==> src/rtl/memory_responder.sv <==
// Memory-side responder for the memEN/RW/MFC handshake: latches one request,
// waits LATENCY edges, performs the RAM access and holds MFC until memEN drops.
module memory_responder #(
    parameter int DATA_W  = 16,
    parameter int ADDR_W  = 8,
    parameter int LATENCY = 2
) (
    input  logic              i_clk,
    input  logic              i_rst_n,
    input  logic              i_mem_en,
    input  logic              i_rw,
    input  logic [ADDR_W-1:0] i_addr,
    input  logic [DATA_W-1:0] i_data_in,
    output logic [DATA_W-1:0] o_data_out,
    output logic              o_mfc,
    output logic              o_busy
);

    localparam logic [1:0] ST_IDLE = 2'd0;
    localparam logic [1:0] ST_BUSY = 2'd1;
    localparam logic [1:0] ST_ACK  = 2'd2;

    localparam logic [3:0] LAT_LAST = 4'(LATENCY - 1);

    logic [1:0]        r_state;
    logic [3:0]        r_cnt;
    logic              r_mfc;
    logic              r_busy;
    logic [DATA_W-1:0] r_data_out;
    logic [ADDR_W-1:0] r_addr;
    logic              r_rw;
    logic [DATA_W-1:0] r_data;
    logic [DATA_W-1:0] r_mem [0:(1 << ADDR_W) - 1];

    logic [1:0]        w_state_nxt;
    logic [3:0]        w_cnt_nxt;
    logic              w_accept;
    logic              w_complete;

    // Next-state and counter logic; w_complete marks the edge that performs the access.
    always_comb begin
        w_state_nxt = r_state;
        w_cnt_nxt   = r_cnt;
        w_accept    = 1'b0;
        w_complete  = 1'b0;
        case (r_state)
            ST_IDLE: begin
                if (i_mem_en) begin
                    w_state_nxt = ST_BUSY;
                    w_cnt_nxt   = 4'd0;
                    w_accept    = 1'b1;
                end else begin
                    w_state_nxt = ST_IDLE;
                end
            end
            ST_BUSY: begin
                if (!i_mem_en) begin
                    w_state_nxt = ST_IDLE;
                    w_cnt_nxt   = 4'd0;
                end else if (r_cnt == LAT_LAST) begin
                    w_state_nxt = ST_ACK;
                    w_cnt_nxt   = 4'd0;
                    w_complete  = 1'b1;
                end else begin
                    w_cnt_nxt   = r_cnt + 4'd1;
                end
            end
            ST_ACK: begin
                if (!i_mem_en) begin
                    w_state_nxt = ST_IDLE;
                end else begin
                    w_state_nxt = ST_ACK;
                end
            end
            default: begin
                w_state_nxt = ST_IDLE;
                w_cnt_nxt   = 4'd0;
            end
        endcase
    end

    // Control state, request capture and registered outputs.
    always_ff @(posedge i_clk or negedge i_rst_n) begin
        if (!i_rst_n) begin
            r_state    <= ST_IDLE;
            r_cnt      <= 4'd0;
            r_mfc      <= 1'b0;
            r_busy     <= 1'b0;
            r_data_out <= {DATA_W{1'b0}};
            r_addr     <= {ADDR_W{1'b0}};
            r_rw       <= 1'b0;
            r_data     <= {DATA_W{1'b0}};
        end else begin
            r_state <= w_state_nxt;
            r_cnt   <= w_cnt_nxt;
            r_mfc   <= (w_state_nxt == ST_ACK);
            r_busy  <= (w_state_nxt != ST_IDLE);
            if (w_accept) begin
                r_addr <= i_addr;
                r_rw   <= i_rw;
                r_data <= i_data_in;
            end
            // dataOut only moves on a completed read, so the initiator may latch it late.
            if (w_complete && r_rw) begin
                r_data_out <= r_mem[r_addr];
            end
        end
    end

    // RAM array is deliberately not reset; reset forces IDLE so no write can commit.
    always_ff @(posedge i_clk) begin
        if (w_complete && !r_rw) begin
            r_mem[r_addr] <= r_data;
        end
    end

    assign o_data_out = r_data_out;
    assign o_mfc      = r_mfc;
    assign o_busy     = r_busy;

endmodule
==> config.mk <==
export PLATFORM = sky130hd
export DESIGN_NAME = memory_responder
export DESIGN_NICKNAME = d
export VERILOG_FILES = /design/src/rtl/memory_responder.sv
export SDC_FILE = /design/constraint.sdc
export NUM_CORES = 2
export LEC_CHECK = 0
export CAP_MARGIN = 20
export CELL_PAD_IN_SITES_DETAIL_PLACEMENT = 1
export CELL_PAD_IN_SITES_GLOBAL_PLACEMENT = 2
export CORE_AREA = 2 2 592 594
export CTS_CLUSTER_SIZE = 28
export DETAILED_ROUTE_END_ITERATION = 16
export DIE_AREA = 0 0 594 596
export PLACE_DENSITY_LB_ADDON = 0.1
export SYNTH_ARGS = -nofsm -noshare
export SYNTH_HDL_FRONTEND = slang
export SYNTH_SLANG_ARGS = --single-unit
==> constraint.sdc <==
create_clock -name i_clk -period 3.6 [get_ports i_clk]
set_input_delay 0.72 -clock i_clk [delete_from_list [all_inputs] [get_ports i_clk]]
set_output_delay 0.72 -clock i_clk [all_outputs]
set_load 0.05 [all_outputs]
Word-level counts from Yosys, hierarchy flattened
Memories as Yosys holds them, arrays and structs flattened. A register that Yosys moved wholly into a read port is not among the register bits.
Index checks and enable logic that the tools add are counted.
{ "totals": {"ramBits": 4096, "register_bits": 33, "inputBits": 28, "word_cells": 38, "memories": 1} }
{ "classes": {"n_eq_ne": 5, "reduce_logical": 7, "add_sub_neg": 1, "bitwise_logic": 1, "mux": 16} }
{ "mem_list": {"columns": ["memory", "depth", "word_bits", "rd", "rd_ports_with_merged_regs", "write_ports", "line", "rtl"], "rows": [
  ["r_mem", 256, 16, 1, 1, 1, "33", "logic [DATA_W-1:0] r_mem [0:(1 << ADDR_W) - 1];"]
]} }
{ "ops": {"columns": ["cell", "n"], "rows": [
  ["$mux 4", 3],
  ["$pmux 4 s3", 1],
  ["$mux 1", 8],
  ["$mux 2", 3],
  ["$pmux 2 s3", 1],
  ["$add 4x1->4 const B", 1],
  ["$eq 2x2->1 const B", 2],
  ["$eq 4x1->1 const B", 1],
  ["$eq 2x1->1 const B", 1],
  ["$logic_and 1x1->1", 2],
  ["$logic_not 1->1", 2],
  ["$logic_not 2->1", 1],
  ["$ne 2x2->1 const B", 1],
  ["$reduce_and 2->1", 1],
  ["$reduce_bool 2->1", 1],
  ["$not 1->1", 1]
]} }

Longest topological paths before layout
{ "logic_depth": {"word_depth": 7, "depth_mapped": 13, "depth_no_buf": 8} }

Worst setup path before layout
OpenSTA, ideal clock, no wires.
{ "synth_timing": {"path_kind": "register to register", "startpoint": "register r_data[0]", "endpoint": "memory r_mem[0][0] (data pin)", "setup_time_ns": 0.803, "path_buffers": 0, "path_stages_with_launch": 1, "setup_slack_ns": -0.384, "arrival_time_ns": 3.181, "synth_period_minus_slack_ns": 3.984, "cell_sequence": "dfrtp_1"} }
{ "synth_rtl": {"columns": ["element", "line", "rtl"], "rows": [
  ["start, declared", "32", "logic [DATA_W-1:0] r_data;"],
  ["start signal, assigned", "92", "r_data <= {DATA_W{1'b0}};"],
  ["start signal, assigned", "101", "r_data <= i_data_in;"],
  ["end, declared", "33", null]
]} }
Straight into the memory's write port.

==> results.md <==
* # fillers at 29,377
* Asr flop ratio synth at 1.182%
* Post-CTS setup buffers at 0
* Clock power share at 33.9%
* Port Buffers at 45
* Crit Reg-Reg Startpoint: r_addr[0]$_DFFE_PN0N_
* Critical path required time at 4.46 ns
* Global-route wire length before repair at 677,700 um
* Worst Reg-to-Reg Cells at 9
* Initial Util at 45.78%
* Crit path max-delay cell type: dfrtp_4
* Clock sinks at 4,145
* Post-Synthesis Net Count at 7,131
* Worst Skew at 0.06034 ns
* # rows at 217
* Delay of the slowest cell on the worst path at 0.61 ns
* Post-synthesis xor/xnor area fraction at 0%
* Sequential share of the synthesized area at 78.03%
* WP buf/inv at 2
* Routed WL at 487,200 um
* Largest family of logic cells by synthesized area: multiplexers
* Number of synthesized flops with an enable pin at 4,096
* Fin. Hold Viols at 0
* Total GRT Usage at 27.53%
* Hold Path Origin: i_data_in[15]
* Skew-Pair Late Insertion Delay at 1.00 ns
* Clock slew at reported path FFs at 0.06 ns
* Slew @ Worst Pin at 1.190 ns
* Multiplexer share of the synthesized area at 16.58%
* Period minus WS final at 3.684 ns
* Via density at 6.117
* Comb pwr share at 21.5%
* Syn. warnings at 0
* PwrDens at 686.7 nW/um2
* Slew HR at 20.45%
* Grt ovf at 0
* Die Span Y at 596 um
* CTS tree: built
* Worst path top cell family by delay: compound AO/OA/AOI/OAI gates
* Mean post-synth cell area at 22.42 um2
* Synth Area in Compound Gates at 2.138%
* Initial antenna violation count at 36
* Clk buf depth at 4
* Vias in the first global route at 82,662
* Hold depth at 2
* Area delta synth->final at 18.97%
* Sequential Power Share at 44.6%
* Synth Register Bits at 4,145
* Drt drc at 0
* Largest net degree at the start of global routing at 133
* Crit Path Max Fanout at 18
* Adder-Cell Fraction of Synth Area at 0.01572%
* Peak VDD IR at 0.5165 mV
* Max Cap Violations at 0
* # setup viols final at 2
* Psw at 37.56 mW
* Failing checks: negative setup slack
* Post-route clock period utilization at 102.3%
* Total die area at 354,000 um2
* Pint at 92.51 mW
* Root buf cell: clkbuf_16
* Final ANT Viol Nets at 0
* Worst Path Arrival at 4.54 ns
* Die Width at 594 um
* Core box area at 347,800 um2
* CP Class: flop to flop
* Post-Synth Simple-Gate Area at 1.867%
* Hold worst-path end: r_data[15]$_DFFE_PN0N_
* Detailed Place HPWL at 314,000 um
* Unrepaired setup endpoints after global routing: yes
* H-Tree Depth at 5
* R2R Path End: o_data_out[1]$_DFFE_PN0P_
* Via count at 80,133
* Post-DR wirelength/cell at 37.18 um
* Layout cell share with drive strength beyond 1 at 33.02%
* Hold WS at 0.3543 ns
* Pins Over Slew Limit at 0
* Min-Delay Path Class: input port to flop
* Nets at 8,151
* Critical path launch point type: flop
* IO Pins at 46
* Cells along the critical path: buf_16 > mux4_2 > mux2_2 > o21ai_0 > nor3_1 > buf_4 > o21ai_1 > a31oi_1 > o32a_1
* Initial DRC count at 9,425
* Fmax at 271.4 MHz
* Status: complete, but fails checks
* Setup crit end kind: flop
* Ys flop type: edfxtp_1
* Syn Inst Count at 7,101
* Pleak at 60.59 nW
* Count of cell types in the netlist at 57
* CTS Buf Count at 438
* Mapped Area at 159,200 um2
* First-pass detailed-route iteration total at 5
* Setup TNS at -0.09051 ns
* Reg-to-reg setup timing slack at -0.08 ns
* Setup WS post-layout at -0.08443 ns
* Sw Ratio at 28.88%
* RD Place Congestion at 0.8428
metal layers:
layer  track usage, %  vias to the layer above  part of all wire, %  wire length, um
met5                0                        -                    0                0
met3            4.187                      608                  6.6            32280
li1                 -                    32234                    -                -
met2            44.69                     3025                   49           236800
met1            38.60                    44266                   41           200700
met4            8.792                        0                  3.6            17370
power groups by stage:
stage                     Sequential (mW)  Combinational (mW)  Clock [mW]
final                                58.0                27.9        44.1
after CTS                            58.0                28.0        44.9
after detailed placement             59.0                27.8           0
after global placement               59.0                27.2           0
after global routing                 58.0                29.0        46.6
after floorplan                      60.2                12.6           0
cells in the mapped netlist, types with 8 or more instances:
library cell  number  share of area, %
nand2_1          115              0.27
o22ai_1           87              0.34
buf_6             20              0.14
mux4_2           997                14
nand4_1           15             0.059
nor4_1            10             0.039
a211oi_1          21             0.099
nand2b_1          13             0.051
nor2_1           326              0.77
dfrtp_1           49              0.77
a41oi_1            8             0.044
buf_2            170              0.53
a22oi_1          123              0.58
and3_1            13             0.051
or3_1              8             0.031
nor2b_1           36              0.14
clkbuf_1         132              0.31
a21oi_1           71              0.22
o22a_1            17             0.094
a31oi_1           23             0.090
buf_1             24             0.057
mux2_2            72              0.51
edfxtp_1        4096                77
o221ai_1          25              0.14
o41ai_1            9             0.050
nor3_1            34              0.11
o21ai_0           46              0.14
mux2i_1          311               2.0
nand3_1           74              0.23
buf_4             57              0.27
cell families (layout without fill, tap and decap cells):
logic type | count (synthesis) | count (layout)
other | 0 | 9
adder cells (fa/ha/maj) | 2 | 2
AO/OA/AOI/OAI | 491 | 491
flip-flops | 4145 | 4145
multiplexers | 1381 | 1381
buffers and inverters | 413 | 1805
AND/OR/NAND/NOR | 669 | 669
registers in the layout, indices dropped and copies added, names as in the netlist:
register and count:
o_busy 1, o_data_out 16, o_mfc 1, r_addr 8
r_cnt 4, r_data 16, r_mem 4096, r_rw 1
r_state 2
worst max path at each step:
stage / cells past startpoint / start / end
after CTS: 9 / r_addr[3]$_DFFE_PN0N_ / o_data_out[12]$_DFFE_PN0P_
after global placement: 11 / r_addr[1]$_DFFE_PN0N_ / o_data_out[10]$_DFFE_PN0P_
after floorplan: 12 / r_addr[0]$_DFFE_PN0N_ / r_mem[200][0]$_DFFE_PP_
after global routing: 9 / r_addr[0]$_DFFE_PN0N_ / o_data_out[7]$_DFFE_PN0P_
final: 9 / r_addr[0]$_DFFE_PN0N_ / o_data_out[1]$_DFFE_PN0P_
after detailed placement: 11 / r_addr[1]$_DFFE_PN0N_ / o_data_out[10]$_DFFE_PN0P_
area by class of cell:
class	count	area [um2]	area share [%]
inverters	6	26.28	0.01387
multi-input cells	2543	33310	17.59
flip-flops and latches	4145	124300	65.63
clock inverters	258	2287	1.208
clock buffers	554	11620	6.136
well taps	4599	5754	3.038
repair buffers	987	12080	6.375
diodes	9	22.52	0.01189
worst register-to-register path, delay by kind of cell, from the launching register on:
| kind | cells | cell delay [ns] |
|---|---|---|
| muxes | 2 | 0.82 |
| AOI/OAI and AO/OA | 4 | 1.58 |
| buffers and inverters | 2 | 0.44 |
| DFF | 1 | 0.61 |
| and+or+nand+nor | 1 | 0.11 |
timing repair:
action	4_1_cts	5_1_grt
setup endpoints to repair	16	16
hold endpoints to repair	30	0
cloned	2	0
hold buffers	1	0
gates resized for setup	40	29
pin swaps	2	3
stage by stage:
step | total power, mW | util (%) | worst slack, ns | instances | instance area (um2)
5_1_grt | 133.6 | 54.45 | -0.004828 | 13093 | 189400
3_5_place_dp | 86.78 | 50.33 | -0.3812 | 12277 | 175100
2_1_floorplan | 72.74 | - | 0.1435 | 7101 | 159200
4_1_cts | 131.0 | 54.41 | -0.06461 | 13092 | 189200
3_3_place_gp | 86.26 | 50.31 | -0.3789 | 12272 | 175000
6_report | 130.1 | 54.46 | -0.08443 | 13101 | 189400
cell usage in the layout, fill, tap and decap left out, types with 17 or more instances in the layout:
cell | synthesis | routed
clkbuf_1 | 132 | 99
buf_4 | 57 | 574
clkdlybuf4s50_1 | 0 | 44
buf_12 | 3 | 336
o22ai_1 | 87 | 87
nand2_1 | 115 | 98
nor2_1 | 326 | 239
bufinv_16 | 0 | 34
nand3_1 | 74 | 72
edfxtp_1 | 4096 | 4096
clkbuf_16 | 0 | 443
buf_6 | 20 | 17
nor2b_1 | 36 | 31
nor2_2 | 0 | 84
nand2_2 | 0 | 17
a22oi_1 | 123 | 123
a21oi_1 | 71 | 65
clkinv_2 | 0 | 85
o21ai_0 | 46 | 44
o221ai_1 | 25 | 24
mux2i_1 | 311 | 308
mux4_2 | 997 | 997
nor3_1 | 34 | 31
a31oi_1 | 23 | 22
dfrtp_1 | 49 | 26
clkinv_1 | 0 | 100
mux2_2 | 72 | 72
dfrtp_4 | 0 | 21
o22a_1 | 17 | 17
a211oi_1 | 21 | 20
(Power assumes the default switching activity.)
